File: src/rtl/store_bmp_if.sv
// store_bmp_if: bundles the control, RAM read port and output stream of store_bmp.
//   start      dump request (driven by the controller side)
//   RAM_ren    RAM read enable
//   RAM_addr   RAM read address
//   RAM_out    RAM read data, valid the cycle after RAM_ren
//   out_data   streamed byte
//   out_valid  out_data holds a valid byte
//   out_ready  sink accepts the byte
//   busy       dump in progress
//   done       one-cycle pulse after the final transfer
// master: the store_bmp side; slave: the RAM/sink/controller side.
interface store_bmp_if #(
  parameter int BYTE_WIDTH = 8,
  parameter int ADDR_WIDTH = 18
);
  logic                  start;
  logic                  RAM_ren;
  logic [ADDR_WIDTH-1:0] RAM_addr;
  logic [BYTE_WIDTH-1:0] RAM_out;
  logic [BYTE_WIDTH-1:0] out_data;
  logic                  out_valid;
  logic                  out_ready;
  logic                  busy;
  logic                  done;

  modport master (
    input  start, RAM_out, out_ready,
    output RAM_ren, RAM_addr, out_data, out_valid, busy, done
  );

  modport slave (
    output start, RAM_out, out_ready,
    input  RAM_ren, RAM_addr, out_data, out_valid, busy, done
  );
endinterface

File: src/rtl/store_bmp.sv
// store_bmp: streams TOTAL_SIZE bytes out of the working RAM (addresses
// 0..TOTAL_SIZE-1, ascending) as a valid/ready byte stream.
// Ports:
//   clk   single clock, rising edge
//   rst   asynchronous, active-high reset
//   bus   store_bmp_if.master: start, RAM read port, output stream, busy/done
//
// state  | meaning
// IDLE   | waiting for start
// RUN    | issuing RAM reads (credit-limited) and streaming bytes
// DRAIN  | all reads issued; emptying the buffer
// FINISH | last byte transferred; done pulse, back to IDLE
module store_bmp #(
  parameter int BYTE_WIDTH = 8,
  parameter int ADDR_WIDTH = 18,
  parameter int TOTAL_SIZE = 196662
) (
  input  logic       clk,
  input  logic       rst,
  store_bmp_if.master bus
);

  typedef enum logic [1:0] {IDLE, RUN, DRAIN, FINISH} state_t;

  localparam logic [ADDR_WIDTH-1:0] LAST = ADDR_WIDTH'(TOTAL_SIZE - 1);

  state_t                state_q, state_d;
  logic [ADDR_WIDTH-1:0] addr_q;
  logic [ADDR_WIDTH-1:0] xfer_cnt_q;
  logic                  inflight_q;
  logic [BYTE_WIDTH-1:0] head_q, tail_q;
  logic                  head_v_q, tail_v_q;

  logic       ren;
  logic       pop;
  logic       last_read;
  logic       last_xfer;
  logic [2:0] used;

  // Bytes already claimed: buffered plus the read still in flight. A read is
  // allowed only if it still fits in the 2-entry buffer after this cycle's pop.
  always_comb begin
    pop       = head_v_q & bus.out_ready;
    used      = {2'b0, head_v_q} + {2'b0, tail_v_q} + {2'b0, inflight_q};
    ren       = (state_q == RUN) && (used < (3'd2 + {2'b0, pop}));
    last_read = ren && (addr_q == LAST);
    last_xfer = pop && (xfer_cnt_q == LAST);
  end

  always_comb begin
    state_d = state_q;
    case (state_q)
      IDLE:    if (bus.start) state_d = RUN;
      RUN:     if (last_read) state_d = DRAIN;
      DRAIN:   if (last_xfer) state_d = FINISH;
      FINISH:  state_d = IDLE;
      default: state_d = IDLE;
    endcase
  end

  always_ff @(posedge clk or posedge rst) begin
    if (rst) state_q <= IDLE;
    else     state_q <= state_d;
  end

  // Address holds on the last read so it reads back as TOTAL_SIZE-1 until FINISH.
  always_ff @(posedge clk or posedge rst) begin
    if (rst) begin
      addr_q     <= '0;
      xfer_cnt_q <= '0;
      inflight_q <= 1'b0;
    end else begin
      inflight_q <= ren;
      if (state_q == FINISH) begin
        addr_q     <= '0;
        xfer_cnt_q <= '0;
      end else begin
        if (ren && !last_read) addr_q <= addr_q + ADDR_WIDTH'(1);
        if (pop) xfer_cnt_q <= xfer_cnt_q + ADDR_WIDTH'(1);
      end
    end
  end

  // Two-entry buffer as head/tail registers; head drives out_data directly so
  // the byte is stable during stalls and keeps its last value when empty.
  always_ff @(posedge clk or posedge rst) begin
    if (rst) begin
      head_q   <= '0;
      tail_q   <= '0;
      head_v_q <= 1'b0;
      tail_v_q <= 1'b0;
    end else if (pop) begin
      if (tail_v_q) begin
        head_q <= tail_q;
        if (inflight_q) tail_q   <= bus.RAM_out;
        else            tail_v_q <= 1'b0;
      end else if (inflight_q) begin
        head_q <= bus.RAM_out;
      end else begin
        head_v_q <= 1'b0;
      end
    end else if (inflight_q) begin
      if (!head_v_q) begin
        head_q   <= bus.RAM_out;
        head_v_q <= 1'b1;
      end else begin
        tail_q   <= bus.RAM_out;
        tail_v_q <= 1'b1;
      end
    end
  end

  assign bus.RAM_ren   = ren;
  assign bus.RAM_addr  = addr_q;
  assign bus.out_data  = head_q;
  assign bus.out_valid = head_v_q;
  assign bus.busy      = (state_q != IDLE);
  assign bus.done      = (state_q == FINISH);

endmodule

File: src/flat_wrapper.sv
// flat-port wrapper written by rule: the top's interface ports become plain ports
module store_bmp_flat 
#(
  parameter int BYTE_WIDTH = 8,
  parameter int ADDR_WIDTH = 18,
  parameter int TOTAL_SIZE = 196662
)
  (clk, rst, bus_start, bus_RAM_out, bus_out_ready, bus_RAM_ren, bus_RAM_addr, bus_out_data, bus_out_valid, bus_busy, bus_done);
  store_bmp_if #(.BYTE_WIDTH(BYTE_WIDTH), .ADDR_WIDTH(ADDR_WIDTH)) bus_i ();
  input  logic clk;
  input  logic rst;
  input wire logic [$bits(bus_i.start)-1:0] bus_start;
  input wire logic [$bits(bus_i.RAM_out)-1:0] bus_RAM_out;
  input wire logic [$bits(bus_i.out_ready)-1:0] bus_out_ready;
  output wire logic [$bits(bus_i.RAM_ren)-1:0] bus_RAM_ren;
  output wire logic [$bits(bus_i.RAM_addr)-1:0] bus_RAM_addr;
  output wire logic [$bits(bus_i.out_data)-1:0] bus_out_data;
  output wire logic [$bits(bus_i.out_valid)-1:0] bus_out_valid;
  output wire logic [$bits(bus_i.busy)-1:0] bus_busy;
  output wire logic [$bits(bus_i.done)-1:0] bus_done;
  assign bus_i.start = bus_start;
  assign bus_i.RAM_out = bus_RAM_out;
  assign bus_i.out_ready = bus_out_ready;
  assign bus_RAM_ren = bus_i.RAM_ren;
  assign bus_RAM_addr = bus_i.RAM_addr;
  assign bus_out_data = bus_i.out_data;
  assign bus_out_valid = bus_i.out_valid;
  assign bus_busy = bus_i.busy;
  assign bus_done = bus_i.done;
  store_bmp #(.BYTE_WIDTH(BYTE_WIDTH), .ADDR_WIDTH(ADDR_WIDTH), .TOTAL_SIZE(TOTAL_SIZE)) u_core (.clk(clk), .rst(rst), .bus(bus_i));
endmodule
File: config.mk
export PLATFORM = sky130hd
export DESIGN_NAME = store_bmp_flat
export DESIGN_NICKNAME = d
export VERILOG_FILES = /design/src/rtl/store_bmp_if.sv /design/src/rtl/store_bmp.sv /design/src/flat_wrapper.sv
export SDC_FILE = /design/constraint.sdc
export NUM_CORES = 1
export LEC_CHECK = 0
export CAP_MARGIN = 20
export CELL_PAD_IN_SITES_DETAIL_PLACEMENT = 1
export CELL_PAD_IN_SITES_GLOBAL_PLACEMENT = 1
export CORE_ASPECT_RATIO = 1.5
export CORE_UTILIZATION = 42
export CTS_CLUSTER_SIZE = 28
export DETAILED_ROUTE_END_ITERATION = 8
export PLACE_DENSITY = 0.81
export SYNTH_ARGS = -nofsm -noshare
export SYNTH_HDL_FRONTEND = slang
export SYNTH_SLANG_ARGS = --single-unit
File: constraint.sdc
create_clock -name clk -period 2.8 [get_ports clk]
set_clock_uncertainty 0.05 [all_clocks]
set_input_delay 0.56 -clock clk [delete_from_list [all_inputs] [get_ports clk]]
set_output_delay 0.56 -clock clk [all_outputs]
set_load 0.02 [all_outputs]
Word level (Yosys, flattened, before mapping) --
Cells that the tools add are included.
Storage, ports and cells: output and inout bits 30, logic and storage cells 71, bits of input ports 12, flip-flop bits (word level) 57
Cells by class: reductions and logical operators 17, add/subtract/negate cells 5, equal/unequal tests 13, multiplexer cells 26, bitwise logic cells 1, order comparisons 1
Operators with widths (count):
- 2-to-1 mux 18 bit | 4
- 2-to-1 mux 8 bit | 9
- adder 18 x 1 -> 18 bit, second input constant | 2
- equality test 18 bit, second input constant | 2
- nonzero test 2 bit | 6
- 2-to-1 mux 1 bit | 9
- AND reduction 3 bit | 3
- inequality test 2 x 1 -> 1 bit, second input constant | 4
- inequality test 2 bit, second input constant | 4
- one-hot mux 2 bit (4 select lines) | 1
- 2-to-1 mux 2 bit | 3
- equality test 2 bit, second input constant | 2
- logical AND 1 bit | 4
- AND reduction 4 bit | 1
- adder 2 x 1 -> 3 bit, first input constant | 1
- adder 3 x 1 -> 3 bit | 1
- less-than comparator 3 bit | 1
- adder 1 x 1 -> 2 bit | 1
- equality test 2 x 1 -> 1 bit, second input constant | 1
- logical NOT 2 bit | 1
- AND reduction 2 bit | 1
- AND 1 bit | 1
- logical NOT 1 bit | 1

Depth between registers and ports, before layout --
Gate-level depths: netlist of the first run.
depth after elaboration 9, mapped depth 8, gate-level depth less buffers 7

Worst setup path before layout of the first run --
Ideal clock, no wire load.
kind register to output, start reg u_core.head_v_q, in the netlist u_core.bus.out_valid, end out bus_RAM_ren, buffers on the path 1, required time 2.190 ns, setup slack 0.339 ns, stages on the path, launching flop included 6, arrival 1.851 ns, cell sequence dfrtp_1 -> fa_1 -> nand3b_1 -> a211o_1 -> buf_2 -> inv_1
Between the ends: word-level cells in the longest chain between the ends 4, elaborated cells on any way between the ends 6, classes of those cells add/sub (3); order compare (1); bitwise (1); reduce/logical (1)
RTL lines:
- start, declared | RTL line store_bmp.sv:32 | logic head_v_q, tail_v_q;
- start signal, assigned | RTL line store_bmp.sv:90 | head_v_q <= 1'b0;
- start signal, assigned | RTL line store_bmp.sv:100 | head_v_q <= 1'b0;
- start signal, assigned | RTL line store_bmp.sv:105 | head_v_q <= 1'b1;
- adder 1 x 1 -> 2 bit / AND 1 bit (equally long branches) | RTL line store_bmp.sv:44, store_bmp.sv:43
- adder 3 x 1 -> 3 bit / adder 2 x 1 -> 3 bit (equally long branches) | RTL line store_bmp.sv:44, store_bmp.sv:45
- less-than comparator 3 bit * | RTL line store_bmp.sv:45 | ren = (state_q == RUN) && (used < (3'd2 + {2'b0, pop}));
- logical AND 1 bit * | RTL line store_bmp.sv:45
- end, declared | RTL line flat_wrapper.sv:15 | output wire logic [$bits(bus_i.RAM_ren)-1:0] bus_RAM_ren;
Every way passes the cells marked *; elsewhere a longest branch is shown, timed or not.

Final worst setup path of the first run --
Ends and elaborated chain as after synthesis.

==> results of run 1 <==
## flip-flops by register name (all words and copies together) (netlist names)
signal	flops
u_core.bus.out_valid	1
u_core.bus.RAM_addr	18
u_core.tail_v_q	1
u_core.tail_q	8
u_core.inflight_q	1
u_core.bus.out_data	8
u_core.state_q	2
u_core.xfer_cnt_q	18
## through the flow
| step | cell area, µm² | setup TNS [ns] | total power [µW] |
|---|---|---|---|
| final | 3710 | 0 | 3010 |
| after global placement | 3540 | -0.0552 | 2280 |
| after detailed placement | 3540 | -0.0708 | 2360 |
| after global routing | 3710 | 0 | 3210 |
| after floorplan | 2980 | 0 | 1870 |
| after CTS | 3710 | 0 | 3050 |
## final timing paths
| path | to | from |
|---|---|---|
| setup / recovery | bus_RAM_ren | u_core.bus.out_valid |
| hold / removal | u_core.bus.out_data[4] | u_core.bus.out_data[4] |
| setup reg to reg | u_core.bus.RAM_addr[13] | u_core.bus.out_valid |
| hold reg to reg | u_core.bus.out_data[4] | u_core.bus.out_data[4] |
| max in group asynchronous | u_core.xfer_cnt_q[13] | rst |
| min in group asynchronous | u_core.bus.out_data[7] | rst |
## synth_stat cells, types with 9 or more instances
cell type and n:
ha_1 12, nor3_1 9, dfrtp_1 57, nand4_1 10
inv_1 11, xnor2_1 21, xor2_1 11, nand2_1 24
nand3_1 12, nor2_1 37, o21ai_0 11
## report_power, final
group	internal [µW]	total, µW	switching, µW
logic	496	1140	639
clock network	365	679	314
registers	1010	1190	180
## layout make-up
cell class	instances	area [µm²]
clock buffers	13	159
flip-flops and latches	57	1430
repair buffers	52	500
inverters	11	41.3
multi-input cells	216	1470
clock inverters	3	15.0
fillers	764	3140
well taps	78	97.6
## cell families after synthesis
| logic type | after synthesis |
|---|---|
| AO/OA/AOI/OAI | 28 |
| XOR/XNOR | 32 |
| adder cells (fa/ha/maj) | 13 |
| buffers and inverters | 21 |
| flip-flops | 57 |
| multiplexers | 17 |
| AND/OR/NAND/NOR | 126 |
## per-layer routing
layer  vias up  wire [µm]
li1       1127          -
met1      1145       2900
met4         0        137
met2        36       3960
met5         -          0
met3        11        217
## repair_timing
item / CTS / global route
setup endpoints to repair: 1 / 1
gates resized for setup: 3 / 2
pin swaps: 0 / 1
hold endpoints to repair: 0 / 0
## worst reg2reg max path: cells and delay by family, from the launching register on
| kind | cells | cell delay (ns) |
|---|---|---|
| AO/OA/AOI/OAI | 1 | 0.30 |
| XOR/XNOR | 1 | 0.16 |
| adder cells (fa/ha/maj) | 1 | 0.47 |
| buffers and inverters | 1 | 0.20 |
| flip-flops | 1 | 0.44 |
| AND/OR/NAND/NOR | 3 | 0.65 |
==> summary.md, run 1 <==
| Metric | Value |
|---|---|
| Mean post-synth cell area | `between 10 and 15 µm²` |
| Hold depth | `2` |
| Worst Hold Slack | `between 0.4 and 0.5 ns` |
| Vias | `between 2000 and 2500` |
| Pre-CTS setup slack | `-0.0708 ns` |
| Minimum clock period | `2.61 ns` |
| Synthesized flop and latch total | `between 50 and 60` |
| Global placement routability congestion | `between 0.7 and 0.8` |
| Buffers on Ports | `41` |
| Gr ovfl total | `0` |
| Initial DRT Pass Iterations | `6` |
| Post-synth EDFFs | `0` |
| Cell area after synthesis | `2980 µm²` |
| # rows | `37` |
| Reg2reg setup slack | `~0.40 ns` |
| Synth warn | `0` |
| Unique masters post-synth | `between 40 and 50` |
| Worst skew pair latency | `approximately 0.34 ns` |
| Fin util | `about 54%` |
| Clock sink count | `between 50 and 60` |
| Fmax | `around 380 MHz` |
| Max-slew violations | `0` |
| Worst rel slew slack | `around three fifths` |
| Largest net degree at the start of global routing | `37` |
| Setup CP Type | `reg2out` |
| Hold_buf cts | `0` |
| WP buf/inv | `2` |
| Remaining antenna violation count | `0` |
| Initial antenna violation count | `0` |
| Least-Margin Pin Slew | `0.578 ns` |
| WP depth | `5` |
| Final period util | `about 93%` |
| Inst Count DP | `~410` |
| Power per cell area | `approximately 810 nW/µm²` |
| Leakage | `~0.0016 µW` |
| Sequential share of the synthesized area | `a little under half` |
| Grt met1 use | `a little under a quarter` |
| Longest Clk Path Bufs | `2` |
| Die area | `7440 µm²` |
| Drt initial violations | `55` |
| Global Route Usage Sum | `between 20% and 30%` |
| Dpl hpwl | `around 5200 µm` |
| Critical-path maximum fanout | `4` |
| Cell taking the most area after synthesis | `dfrtp_1` |
| Synth Area in Compound Gates | `5.67%` |
| Synth Area in Simple Gates | `roughly 22%` |
| Crit-path slowest cell | `fa_1` |
| Post-synthesis xor/xnor area fraction | `about a tenth` |
| Root buf cell | `clkbuf_8` |
| CP Data Arrival Time | `around 2.0 ns` |
| Worst VDD drop | `roughly 0.55 mV` |
| Largest family of logic cells by synthesized area | `simple AND/OR/NAND/NOR gates` |
| CTS Buf Count | `9` |
| CTS clk-pin slew, worst paths | `0.06 ns` |
| Commonest non-fill, non-tap cell in the layout | `dfrtp_1` |
| Global routing's busiest layer | `met2` |
| CTS H-Tree Depth | `3` |
| Hold Path Class | `reg2reg` |
| Final Net Count | `~370` |
| Setup crit end kind | `primary output` |
| Synth Area in Adders | `under 10%` |
| Final setup margin | `roughly 0.19 ns` |
| Mux cell area share after synthesis | `under 10%` |
| Layout overhead on the synthesized area | `24.6%` |
| Ys flop type | `dfrtp_1` |
| Final setup viols | `0` |
| Total core area | `between 6000 and 7000 µm²` |
| Top cells by area, synth | `dfrtp_1, xnor2_1, ha_1` |
| Vias in the first global route | `around 2500` |
| Final Hold Violating Endpoints | `0` |
| Mapped Cells | `~290` |
| R2R cell count | `7` |
| First-pass GRT wire length | `about 12000 µm` |
| Req. time, crit path | `roughly 2.2 ns` |
| Max-cap violations | `0` |
| Asr flop ratio synth | `100%` |
| Die height | `105 µm` |
| Number of post-CTS setup repair buffers | `0` |
| Status | `finished with violations` |
| Total I/O pin count | `between 40 and 50` |
| DR WL/cell | `approximately 17 µm` |
| Synth top area share | `around 48%` |
| Grt met2 use | `about two fifths` |
| N_diodes | `0` |
| Most frequent cells in the layout | `dfrtp_1, clkdlybuf4s50_1, nor2_1` |
| RSZ-0062 raised after global routing | `no` |
| Worst path top cell family by delay | `adder cells` |
| Final wirelength | `7210 µm` |
| Syn nets | `between 300 and 400` |
| Drt drc | `6` |
| Share of layout cells above drive strength 1 | `between 10 and 15%` |
| CTS tree | `done` |
| Initial core utilization | `a little over two fifths` |
| Met3 usage | `under 10%` |
| Via/cell ratio | `roughly 5.4` |
| Violated checks | `DRC` |
| Layout Cells excl Fill | `between 400 and 500` |
| CP cell instances | `fa_1 > nand3b_1 > a211o_1 > inv_1 > buf_2` |
| Startpoint types | `flop` |
| CP max stage delay | `between 0.4 and 0.5 ns` |
| Die span in x | `70.8 µm` |
(Power assumes the default switching activity.)
==> run 2: changes to the inputs <==
clock period = 2.84 ns   (was 2.8 ns; I/O delays follow)
==> summary.md, run 2 (synthesized netlist as in run 1, its figures left out) <==
| Metric | Value |
|---|---|
| Fin util | `about 54%` |
| Leakage | `0.00165 µW` |
| Worst VDD drop | `0.326 mV` |
| Die area | `roughly 7400 µm²` |
| Clock sink count | `57` |
| Hold Path Class | `reg2reg` |
| Initial antenna violation count | `0` |
| Commonest non-fill, non-tap cell in the layout | `dfrtp_1` |
| Layout overhead on the synthesized area | `24.7%` |
| Worst skew pair latency | `roughly 0.35 ns` |
| Max-cap violations | `0` |
| Max-slew violations | `0` |
| First-pass GRT wire length | `between 10000 and 15000 µm` |
| Number of post-CTS setup repair buffers | `0` |
| Final setup viols | `0` |
| Remaining antenna violation count | `0` |
| Fmax | `374 MHz` |
| CTS tree | `done` |
| N_diodes | `0` |
| Power per cell area | `about 800 nW/µm²` |
| Critical-path maximum fanout | `4` |
| Hold_buf cts | `0` |
| Startpoint types | `flop` |
| Global placement routability congestion | `between 0.7 and 0.8` |
| Worst rel slew slack | `~60%` |
| Global Route Usage Sum | `~21%` |
| Total I/O pin count | `between 40 and 50` |
| Req. time, crit path | `2.22 ns` |
| Via/cell ratio | `roughly 5.4` |
| Violated checks | `DRC` |
| Total core area | `6850 µm²` |
| Root buf cell | `clkbuf_8` |
| Minimum clock period | `2.68 ns` |
| DR WL/cell | `16.3 µm` |
| Initial DRT Pass Iterations | `6` |
| Dpl hpwl | `4840 µm` |
| CTS H-Tree Depth | `3` |
| Fillers | `between 700 and 800` |
| CP Data Arrival Time | `2.06 ns` |
| Setup crit end kind | `primary output` |
| Least-Margin Pin Slew | `about 0.59 ns` |
| Setup CP Type | `reg2out` |
| Status | `finished with violations` |
| Buffers on Ports | `between 40 and 50` |
| Final wirelength | `7010 µm` |
| Share of layout cells above drive strength 1 | `about 13%` |
| Die span in x | `roughly 71 µm` |
| Final Net Count | `around 370` |
| CTS Buf Count | `9` |
| Die height | `roughly 110 µm` |
| RSZ-0062 raised after global routing | `no` |
| Vias in the first global route | `between 2000 and 3000` |
| # rows | `37` |
| CTS clk-pin slew, worst paths | `about 0.060 ns` |
| Vias | `about 2300` |
| Initial core utilization | `between 40% and 50%` |
| Most frequent cells in the layout | `dfrtp_1, clkdlybuf4s50_1, nor2_1` |
| Design Power | `just under 3000 µW` |
| Drt drc | `6` |
| Largest net degree at the start of global routing | `37` |
| Gr ovfl total | `0` |
| Final period util | `between 90% and 100%` |
| Drt initial violations | `90` |
| Longest Clk Path Bufs | `2` |
| Final Hold Violating Endpoints | `0` |
-- run 2: changes by cell type in the layout (fill, tap and decap cells not counted) --
cell | before | now
clkbuf_1 | 2 | 0
clkbuf_8 | 11 | 12
dfrtp_1 | 56 | 57
dfrtp_2 | 1 | 0
-- run 2: area by class of cell --
cell class / count / area, µm² / area share, %
sequential: 57 / 1430 / 38.4
clock inverter: 3 / 15.0 / 0.404
tap: 78 / 97.6 / 2.63
multi-input combinational: 216 / 1470 / 39.5
inverter: 11 / 41.3 / 1.11
clock buffer: 12 / 165 / 4.45
timing repair buffer: 52 / 500 / 13.5
-- run 2: stage by stage --
| stage | worst slack (ns) | area [µm²] | std cells | TNS, ns | hold WS (ns) |
|---|---|---|---|---|---|
| detailed placement | -0.0240 | 3540 | 414 | -0.0240 | 0.419 |
| global placement | -0.0298 | 3540 | 414 | -0.0298 | 0.411 |
| finish | 0.164 | 3710 | 429 | 0 | 0.428 |
| global route | 0.0734 | 3710 | 429 | 0 | 0.464 |
| floorplan | 0.371 | 2980 | 294 | 0 | 0.429 |
| CTS | 0.0304 | 3720 | 429 | 0 | 0.433 |
-- run 2: power breakdown --
part	leakage (µW)	switching, µW	internal (µW)
combinational	0.000794	627	489
sequential	0.000756	171	998
clock	0.0000980	321	378
total	0.00165	1120	1860
-- run 2: path summary, 6_finish.rpt --
kind	cells past startpoint	slack [ns]	endpoint	start
max	5	0.16	bus_RAM_ren	u_core.bus.out_valid
min	2	0.43	u_core.bus.out_data[3]	u_core.bus.out_data[3]
max reg2reg	7	0.37	u_core.bus.RAM_addr[17]	u_core.bus.out_valid
min reg2reg	2	0.43	u_core.bus.out_data[3]	u_core.bus.out_data[3]
max in group asynchronous	3	1.61	u_core.xfer_cnt_q[5]	rst
min in group asynchronous	2	0.56	u_core.bus.out_data[1]	rst
-- run 2: what timing repair did --
action | 4_1_cts | 5_1_grt
gates cloned | 0 | 0
endpoints found under the setup margin | 1 | 1
gates resized for setup | 3 | 1
-- run 2: layer usage --
layer	part of all wire, %	GRT usage [%]	up-vias
met5	0	0	-
met4	2.1	10.6	0
met3	4.2	5.59	11
met2	54	37.2	40
met1	40	24.0	1152
li1	-	-	1129
-- run 2: critical path, cell delays in order, from the launching register on --
cell and delay [ns]:
dfrtp_1 0.43, fa_1 0.49, nand3b_1 0.22, a211o_1 0.33, inv_1 0.08, buf_2 0.16
==> run 3: changes to the inputs <==
SLEW_MARGIN = 20   (was unset)
==> results of run 3 <==
No change in the layout: final DEF, timing and power equal those of run 2.
